===== config.mk =====
export PLATFORM = sky130hd
export DESIGN_NAME = nor_gate_bank_flat
export DESIGN_NICKNAME = d
export VERILOG_FILES = /design/src/rtl/nor_gate_bank_if.sv /design/src/rtl/nor_gate_bank.sv /design/src/flat_wrapper.sv
export SDC_FILE = /design/constraint.sdc
export NUM_CORES = 1
export LEC_CHECK = 0
export ABC_AREA = 1
export CORE_AREA = 3 3 40 42
export CTS_BUF_LIST = sky130_fd_sc_hd__clkbuf_4 sky130_fd_sc_hd__clkbuf_8 sky130_fd_sc_hd__clkbuf_16
export CTS_CLUSTER_SIZE = 20
export DETAILED_ROUTE_END_ITERATION = 6
export DIE_AREA = 0 0 43 45
export GPL_TIMING_DRIVEN = 0
export HOLD_SLACK_MARGIN = 0.02
export SYNTH_ARGS = -nofsm -noshare
export SYNTH_HDL_FRONTEND = slang
export SYNTH_SLANG_ARGS = --single-unit

===== constraint.sdc =====
create_clock -name SIM_CLK -period 1.6 [get_ports SIM_CLK]
set_input_delay 0.16 -clock SIM_CLK [delete_from_list [all_inputs] [get_ports SIM_CLK]]
set_output_delay 0.16 -clock SIM_CLK [all_outputs]
set_load 0.1 [all_outputs]

===== src/rtl/nor_gate_bank_if.sv =====
// Gate-bank bus: CHANNELS groups of N_IN NOR inputs plus the per-channel output and glitch flag.
// The master drives the inputs; the slave (the gate bank) returns the outputs.
interface nor_gate_bank_if #(
    parameter int CHANNELS = 1,
    parameter int N_IN     = 4
);
    logic [CHANNELS*N_IN-1:0] a;
    logic [CHANNELS-1:0]      y;
    logic [CHANNELS-1:0]      glitch;

    modport master (output a, input  y, input  glitch);
    modport slave  (input  a, output y, output glitch);
endinterface


===== src/rtl/nor_gate_bank.sv =====
// Bank of independent N_IN-input NOR gates with a DELAY-cycle modelled propagation delay,
// either inertial (pulses shorter than DELAY filtered and flagged) or transport (pure delay).
module nor_gate_bank #(
    parameter int                  CHANNELS = 1,
    parameter int                  N_IN     = 4,
    parameter int                  DELAY    = 1,
    parameter int                  MODE     = 0,
    parameter logic [CHANNELS-1:0] IV       = '0
) (
    input  logic           SIM_CLK,
    input  logic           SIM_RST,
    nor_gate_bank_if.slave bus
);
    localparam int            CW       = $clog2(DELAY) + 1;
    localparam logic [CW-1:0] CNT_LAST = CW'(DELAY - 1);

    if (CHANNELS < 1) begin : g_bad_channels
        $error("nor_gate_bank: CHANNELS must be at least 1");
    end
    if (N_IN < 1 || N_IN > 16) begin : g_bad_n_in
        $error("nor_gate_bank: N_IN must be in 1..16");
    end
    if (DELAY < 1 || DELAY > 16) begin : g_bad_delay
        $error("nor_gate_bank: DELAY must be in 1..16");
    end
    if (MODE < 0 || MODE > 1) begin : g_bad_mode
        $error("nor_gate_bank: MODE must be 0 (inertial) or 1 (transport)");
    end

    logic [CHANNELS-1:0] r;
    logic [CHANNELS-1:0] s_p0 = IV;
    logic [CHANNELS-1:0] y_out;
    logic [CHANNELS-1:0] glitch_out;

    always_comb begin
        r = '0;
        for (int c = 0; c < CHANNELS; c++) begin
            r[c] = ~|bus.a[c*N_IN +: N_IN];
        end
    end

    // Stage p0: negedge sample of the raw NOR; intentionally not reset.
    always_ff @(negedge SIM_CLK) begin
        s_p0 <= r;
    end

    // Stage p1: posedge delay model driven only by the negedge sample.
    if (MODE == 0) begin : g_inertial
        logic [CHANNELS-1:0] y_p1;
        logic [CHANNELS-1:0] glitch_p1;
        logic [CW-1:0]       cnt_p1 [CHANNELS];

        always_ff @(posedge SIM_CLK) begin
            for (int c = 0; c < CHANNELS; c++) begin
                if (!SIM_RST) begin
                    y_p1[c]      <= IV[c];
                    glitch_p1[c] <= 1'b0;
                    cnt_p1[c]    <= '0;
                end else if (s_p0[c] == y_p1[c]) begin
                    // A return to y cancels any pending change, even on the expiring cycle.
                    cnt_p1[c]    <= '0;
                    glitch_p1[c] <= (cnt_p1[c] != '0);
                end else if (cnt_p1[c] == CNT_LAST) begin
                    y_p1[c]      <= s_p0[c];
                    cnt_p1[c]    <= '0;
                    glitch_p1[c] <= 1'b0;
                end else begin
                    cnt_p1[c]    <= cnt_p1[c] + 1'b1;
                    glitch_p1[c] <= 1'b0;
                end
            end
        end

        assign y_out      = y_p1;
        assign glitch_out = glitch_p1;
    end else begin : g_transport
        logic [DELAY-1:0] dly_p1 [CHANNELS];

        always_ff @(posedge SIM_CLK) begin
            for (int c = 0; c < CHANNELS; c++) begin
                if (!SIM_RST) begin
                    dly_p1[c] <= {DELAY{IV[c]}};
                end else begin
                    for (int i = DELAY - 1; i > 0; i--) begin
                        dly_p1[c][i] <= dly_p1[c][i-1];
                    end
                    dly_p1[c][0] <= s_p0[c];
                end
            end
        end

        always_comb begin
            y_out = '0;
            for (int c = 0; c < CHANNELS; c++) begin
                y_out[c] = dly_p1[c][DELAY-1];
            end
        end

        assign glitch_out = '0;
    end

    assign bus.y      = y_out;
    assign bus.glitch = glitch_out;
endmodule


===== src/flat_wrapper.sv =====
// flat-port wrapper written by rule: the top's interface ports become plain ports
module nor_gate_bank_flat 
#(
    parameter int                  CHANNELS = 1,
    parameter int                  N_IN     = 4,
    parameter int                  DELAY    = 1,
    parameter int                  MODE     = 0,
    parameter logic [CHANNELS-1:0] IV       = '0
)
  (SIM_CLK, SIM_RST, bus_a, bus_y, bus_glitch);
  nor_gate_bank_if #(.CHANNELS(CHANNELS), .N_IN(N_IN)) bus_i ();
  input  logic SIM_CLK;
  input  logic SIM_RST;
  input wire logic [$bits(bus_i.a)-1:0] bus_a;
  output wire logic [$bits(bus_i.y)-1:0] bus_y;
  output wire logic [$bits(bus_i.glitch)-1:0] bus_glitch;
  assign bus_i.a = bus_a;
  assign bus_y = bus_i.y;
  assign bus_glitch = bus_i.glitch;
  nor_gate_bank #(.CHANNELS(CHANNELS), .N_IN(N_IN), .DELAY(DELAY), .MODE(MODE), .IV(IV)) u_core (.SIM_CLK(SIM_CLK), .SIM_RST(SIM_RST), .bus(bus_i));
endmodule

# --- After elaboration in Yosys (flattened, before gate mapping) ---
# Memory sizes are Yosys's and may differ from the RTL's.
# Index checks and enable logic that the tools add are counted.
word_totals:
  ram_bits: 1
  in_bits: 6
  reg_bits: 3
  output_inout_bits: 2
  memories: 1
  word_cells: 33
op_classes:
  n_eq_ne: 1
  add_sub_neg: 1
  muxes: 18
  bitwise_logic: 2
  reduce_logical: 7
memory_table:
  columns: ["name", "depth", "word_bits", "rd", "rd_clocked_by_memory_dff", "write_ports", "line", "rtl"]
  rows:
  - ["u_core.g_inertial.cnt_p1", 1, 1, 1, 0, 1, "nor_gate_bank.sv:51", "logic [CW-1:0] cnt_p1 [CHANNELS];"]
op_table:
  columns: ["operator", "n"]
  rows:
  - ["two-way mux 1 bit", 18]
  - ["AND reduction 2 bit", 2]
  - ["OR reduction 4 bit", 1]
  - ["OR reduction 1 bit", 3]
  - ["inverter 1 bit", 2]
  - ["adder 1 bit (second input constant)", 1]
  - ["equality test 1 bit", 1]
  - ["logical NOT 1 bit", 1]

# --- Depth between registers and ports, before layout ---
# Gate-level depths: netlist of the first run.
depth:
  word_depth: 8
  depth_mapped: 4

==> results of run 1 <==
## stage by stage
step	utilization	total power, mW	setup TNS [ps]	setup WS [ps]
finish	0.211	0.331	0	70.1
global route	0.211	0.360	0	18.7
CTS	0.215	0.339	0	15.8
detailed placement	0.193	0.181	-130	-103
global placement	0.193	0.180	-130	-102
floorplan	-	0.160	0	186
## synthesized netlist by cell type, drive strengths merged
cell type,instances
nand2,6
nor2,5
dfxtp,3
inv,3
conb,2
and2,1
edfxtp,1
## final cells by class
| cell class | instances | share of cell area |
|---|---|---|
| flip-flops and latches | 4 | 0.332 |
| clock inverters | 1 | 0.0138 |
| clock buffers | 4 | 0.111 |
| inverters | 2 | 0.0276 |
| well taps | 15 | 0.0691 |
| multi-input cells | 14 | 0.212 |
| repair buffers | 7 | 0.235 |
## final timing paths
kind | endpoint | slack [ps]
setup / recovery | bus_glitch | 70
hold / removal | u_core.bus.y | 500
setup reg to reg | u_core.bus.glitch | 150
hold reg to reg | u_core.bus.y | 520
## report_power, final
part,switching (mW),internal [mW]
Combinational,0.0356,0.0180
Sequential,0.00331,0.111
Clock,0.0489,0.114
Total,0.0878,0.243
## kinds of logic after synthesis
logic type | Yosys count
buffers and inverters | 3
DFF | 4
other | 2
and+or+nand+nor | 12
## layer usage
layer	track usage	part of all wire
met5	0	0
met1	0.0267	0.39
met3	0.0598	0.20
met4	0.0361	0
met2	0.0569	0.40
## registers in the layout, summed over array words and instances, names as in the netlist
register	count
u_core.bus.glitch	1
u_core.bus.y	1
u_core.g_inertial.cnt_p1	1
u_core.s_p0	1
==> metrics, run 1 <==
status=complete, no violations; max frequency=654 MHz; antenna fix cells=0; multiplexer area fraction after synthesis=0; Sinks on Clock Net=4; reg2reg start=u_core.s_p0; Area Overhead vs Synth=70.9%; die height=45 um; main combinational cell family by area after synthesis=simple AND/OR/NAND/NOR gates; Max Transition Viols Final=0; Syn Nets=27; CP peak stage delay=840 ps; Crit path max-delay family=buffers and inverters; synth top area cells=dfxtp_1 (38%), edfxtp_1 (19%), nand2_1 (14%); Setup Buffers After CTS=0; register area=90.1 sq um; Mapped Avg Cell Area=7.57 sq um; DRT iter0 DRCs=6; share of layout cells above drive strength 1=0.188; HP Class=in -> reg; final hold violations=0; Clock Tree Buf Depth=2; Post-Synth Adder-Cell Area=0; Final Wtd Congestion=0.587; first-pass GRT wire length=496 um; Buffers & Inverters on Critical Path=1; # IOs=8; yosys warns=0; total power divided by cell area=1220 nW/um^2; Worst EP required=1440 ps; Pre-antenna DRT Iters=2; MaxCap Viol Count=0; Slew headroom=0.372; Critical Path Source=u_core.bus.glitch; Clock Tree Root=clkbuf_4; compound-gate portion of the synthesized area=0; hold-fix buffers at CTS=0; Die Footprint=1940 sq um; fillers=144; PortBufs=7; # rows=13; fin crit period=1530 ps; Post-DP Area=248 sq um; vias in the first global route=139; CP endpoint kind=output pin; crit path launch type=flip-flop; Worst Clk Skew=49.5 ps; H-tree depth=1; Gate Count Post-Synth=21; Worst R2R Path Depth=4; Crit Path Class=reg -> out; CTS resizes=3; design area=272 sq um; period utilisation layout=0.956; routed vias/inst=3.09; FF+latch count, synth=4; commonest non-fill, non-tap cell in the layout=nand2_1; WP depth=1; Num CTS Buffers=3; worst hold slack=496 ps; hold depth=3; beginning of the worst hold path=SIM_RST; core footprint=1280 sq um; crit-path max FO=1; initial cell density of the core=0.124; Die Width=43 um; cell chain of the critical path=dlygate4sd2_1; Synth cell types=8; Clock Latency Late Sink=290 ps; Residual DRC=0; via count=145; fin cells=47; RSZ-0062 raised after global routing=false; nets=39; grt total ovfl=0; Setup Viol. Count Final=0; WP data arrival=1370 ps; top-area cell type share of the netlist area=0.378; most frequent cells in the layout=nand2_1 (6), clkdlybuf4s50_1 (5), nor2_1 (4), clkbuf_4 (4); Worst-path clk slew=40 ps; Synth Area in Simple Gates=0.315; cell accounting for the most synthesized area=dfxtp_1; Slew @ Worst Pin=946 ps; CP max stage cell=dlygate4sd2_1; largest net degree at the start of global routing=4; CTS tree=done; post-synthesis xor/xnor area fraction=0; Mapped Area=159 sq um; Global Route Usage Sum=0.0426; worst vdd ir=502 uV; Cells after DPL=43; multi-input logic area=57.6 sq um; initial antenna violation count=0; sequential area share after synthesis=0.567; static leakage=0.128 nW; WL final=247 um; Antenna Nets Post-Route=0; mean routed wirelength per cell=5.26 um
(Power assumes the default switching activity.)
==> run 2, diff against run 1 <==
--- a/config.mk
+++ b/config.mk
@@ -13,6 +13,7 @@
 export DIE_AREA = 0 0 43 45
 export GPL_TIMING_DRIVEN = 0
 export HOLD_SLACK_MARGIN = 0.02
+export SETUP_SLACK_MARGIN = 0.5
 export SYNTH_ARGS = -nofsm -noshare
 export SYNTH_HDL_FRONTEND = slang
 export SYNTH_SLANG_ARGS = --single-unit
==> constraint.sdc (replaced) <==
create_clock -name SIM_CLK -period 2 [get_ports SIM_CLK]
set_input_delay 0.2 -clock SIM_CLK [delete_from_list [all_inputs] [get_ports SIM_CLK]]
set_output_delay 0.2 -clock SIM_CLK [all_outputs]
set_load 0.1 [all_outputs]
==> run 2 against run 1 <==
Clock-buffer cell count unchanged. Clock power down 19%. Total power down 20%. First-iteration DRC count down 83%. Setup slack better by 290 ps. Routed wire length up 2.0%. Highest routed layer unchanged.
==> metrics, run 2 (same netlist as run 1, synthesis figures left out) <==
register area=91.3 sq um; critical path endpoint=u_core.bus.glitch; nets=39; Clock Tree Buf Depth=2; crit path launch type=flip-flop; antenna fix cells=0; WP depth=4; Worst-path clk slew=40 ps; RSZ-0062 raised after global routing=true; H-tree depth=1; vias in the first global route=140; CP peak stage delay=320 ps; initial cell density of the core=0.124; share of layout cells above drive strength 1=0.281; grt total ovfl=0; setup TNS=0 ps; Die Width=43 um; worst vdd ir=383 uV; via count=147; cell chain of the critical path=inv_2 -> nand2_1 -> nand2_1 -> nor2_2; Crit Path Class=reg -> reg; status=complete, no violations; hold-fix buffers at CTS=0; crit-path max FO=3; Finished Core Util=0.210; largest net degree at the start of global routing=4; PortBufs=7; Global Route Usage Sum=0.0433; reg2reg end=u_core.bus.glitch; Total Power=265 uW; Worst EP required=2140 ps; final hold violations=0; Clock Latency Late Sink=290 ps; final setup margin=361 ps; Pre-antenna DRT Iters=2; WP data arrival=1780 ps; CP endpoint kind=flip-flop; most used cell, CP=nand2_1; static leakage=0.131 nW; Critical Path Source=u_core.s_p0; Worst R2R Path Depth=4; fillers=146; HP Class=reg -> reg; die height=45 um; Setup Buffers After CTS=0; CP max stage cell=dfxtp_2; Slew headroom=0.641; most frequent cells in the layout=nand2_1 (6), nor2_1 (4), clkbuf_4 (4), dlygate4sd2_1 (4); Area Overhead vs Synth=70.1%; fin cells=47; DRT iter0 DRCs=1; busiest grt layer=met3; Worst Clk Skew=49.2 ps; Sinks on Clock Net=4; multi-input logic area=57.6 sq um; met1 usage=0.0290; Residual DRC=0; # IOs=8; met3 GRT Util=0.0637; CTS tree=done; core footprint=1280 sq um; Crit path max-delay family=flip-flops; total power divided by cell area=979 nW/um^2; # rows=13; reg2reg start=u_core.s_p0; Num CTS Buffers=3; Buffers & Inverters on Critical Path=1; routed vias/inst=3.13; mean routed wirelength per cell=5.36 um; Die Footprint=1940 sq um; Clock Tree Root=clkbuf_4; Setup Viol. Count Final=0; MaxCap Viol Count=0; Antenna Nets Post-Route=0; WL final=252 um; Cells after DPL=43; FF-to-FF setup slack=360 ps; Setup WS pre-CTS=57.1 ps; Final Wtd Congestion=0.590; Max Transition Viols Final=0; Slew @ Worst Pin=541 ps; first-pass GRT wire length=496 um; initial antenna violation count=0; commonest non-fill, non-tap cell in the layout=nand2_1; M2 GR Usage=0.0539
## run 2: cell count changes in the layout (fill, tap and decap cells not counted)
cell | previous run | this run
clkdlybuf4s50_1 | 5 | 1
dlygate4sd2_1 | 1 | 4
clkdlybuf4s15_2 | 0 | 1
dfxtp_1 | 3 | 2
dfxtp_2 | 0 | 1
inv_1 | 3 | 2
inv_2 | 0 | 1
## run 2: worst min path at each step
stage	start	to	slack (ps)	cells after the start
after floorplan	SIM_RST	u_core.bus.y	320	2
after global placement	u_core.bus.y	u_core.bus.glitch	520	3
after detailed placement	u_core.bus.y	u_core.bus.glitch	520	3
after CTS	u_core.bus.y	u_core.bus.glitch	530	3
after global routing	SIM_RST	u_core.bus.glitch	560	3
final	u_core.g_inertial.cnt_p1[0]	u_core.bus.y	510	2
## run 2: what timing repair did
| action | 4_1_cts | 5_1_grt |
|---|---|---|
| pin swaps | 1 | 2 |
| endpoints found under the setup margin | 5 | 3 |
| hold endpoints to repair | 0 | 0 |
| cloned | 0 | 0 |
| resized for setup | 11 | 1 |
## run 2: routing by layer
| layer | vias to the layer above | wire (um) |
|---|---|---|
| li1 | 78 | - |
| met1 | 62 | 88 |
| met2 | 7 | 113 |
| met3 | 0 | 49 |
| met4 | 0 | 0 |
| met5 | - | 0 |
## run 2: worst register-to-register path, stage by stage, from the launching register on
cell	delay [ps]
dfxtp_2	320
inv_2	40
nand2_1	40
nand2_1	60
nor2_2	30
## run 2: stage by stage
stage / hold slack [ps] / instance area (sq um)
after floorplan: 320 / 159
after global placement: 515 / 248
after detailed placement: 515 / 248
after CTS: 526 / 275
after global routing: 556 / 270
final: 507 / 270
## run 2: final cells by class
type	instances	share of cell area
Multi-Input combinational cell	14	0.213
Clock inverter	1	0.0139
Clock buffer	4	0.111
Tap cell	15	0.0694
Timing Repair Buffer	7	0.227
Sequential cell	4	0.338
Inverter	2	0.0278
## run 2: power breakdown
part / internal [mW] / switching [mW]
clock network: 0.0914 / 0.0410
logic: 0.0123 / 0.0283
registers: 0.0889 / 0.00276
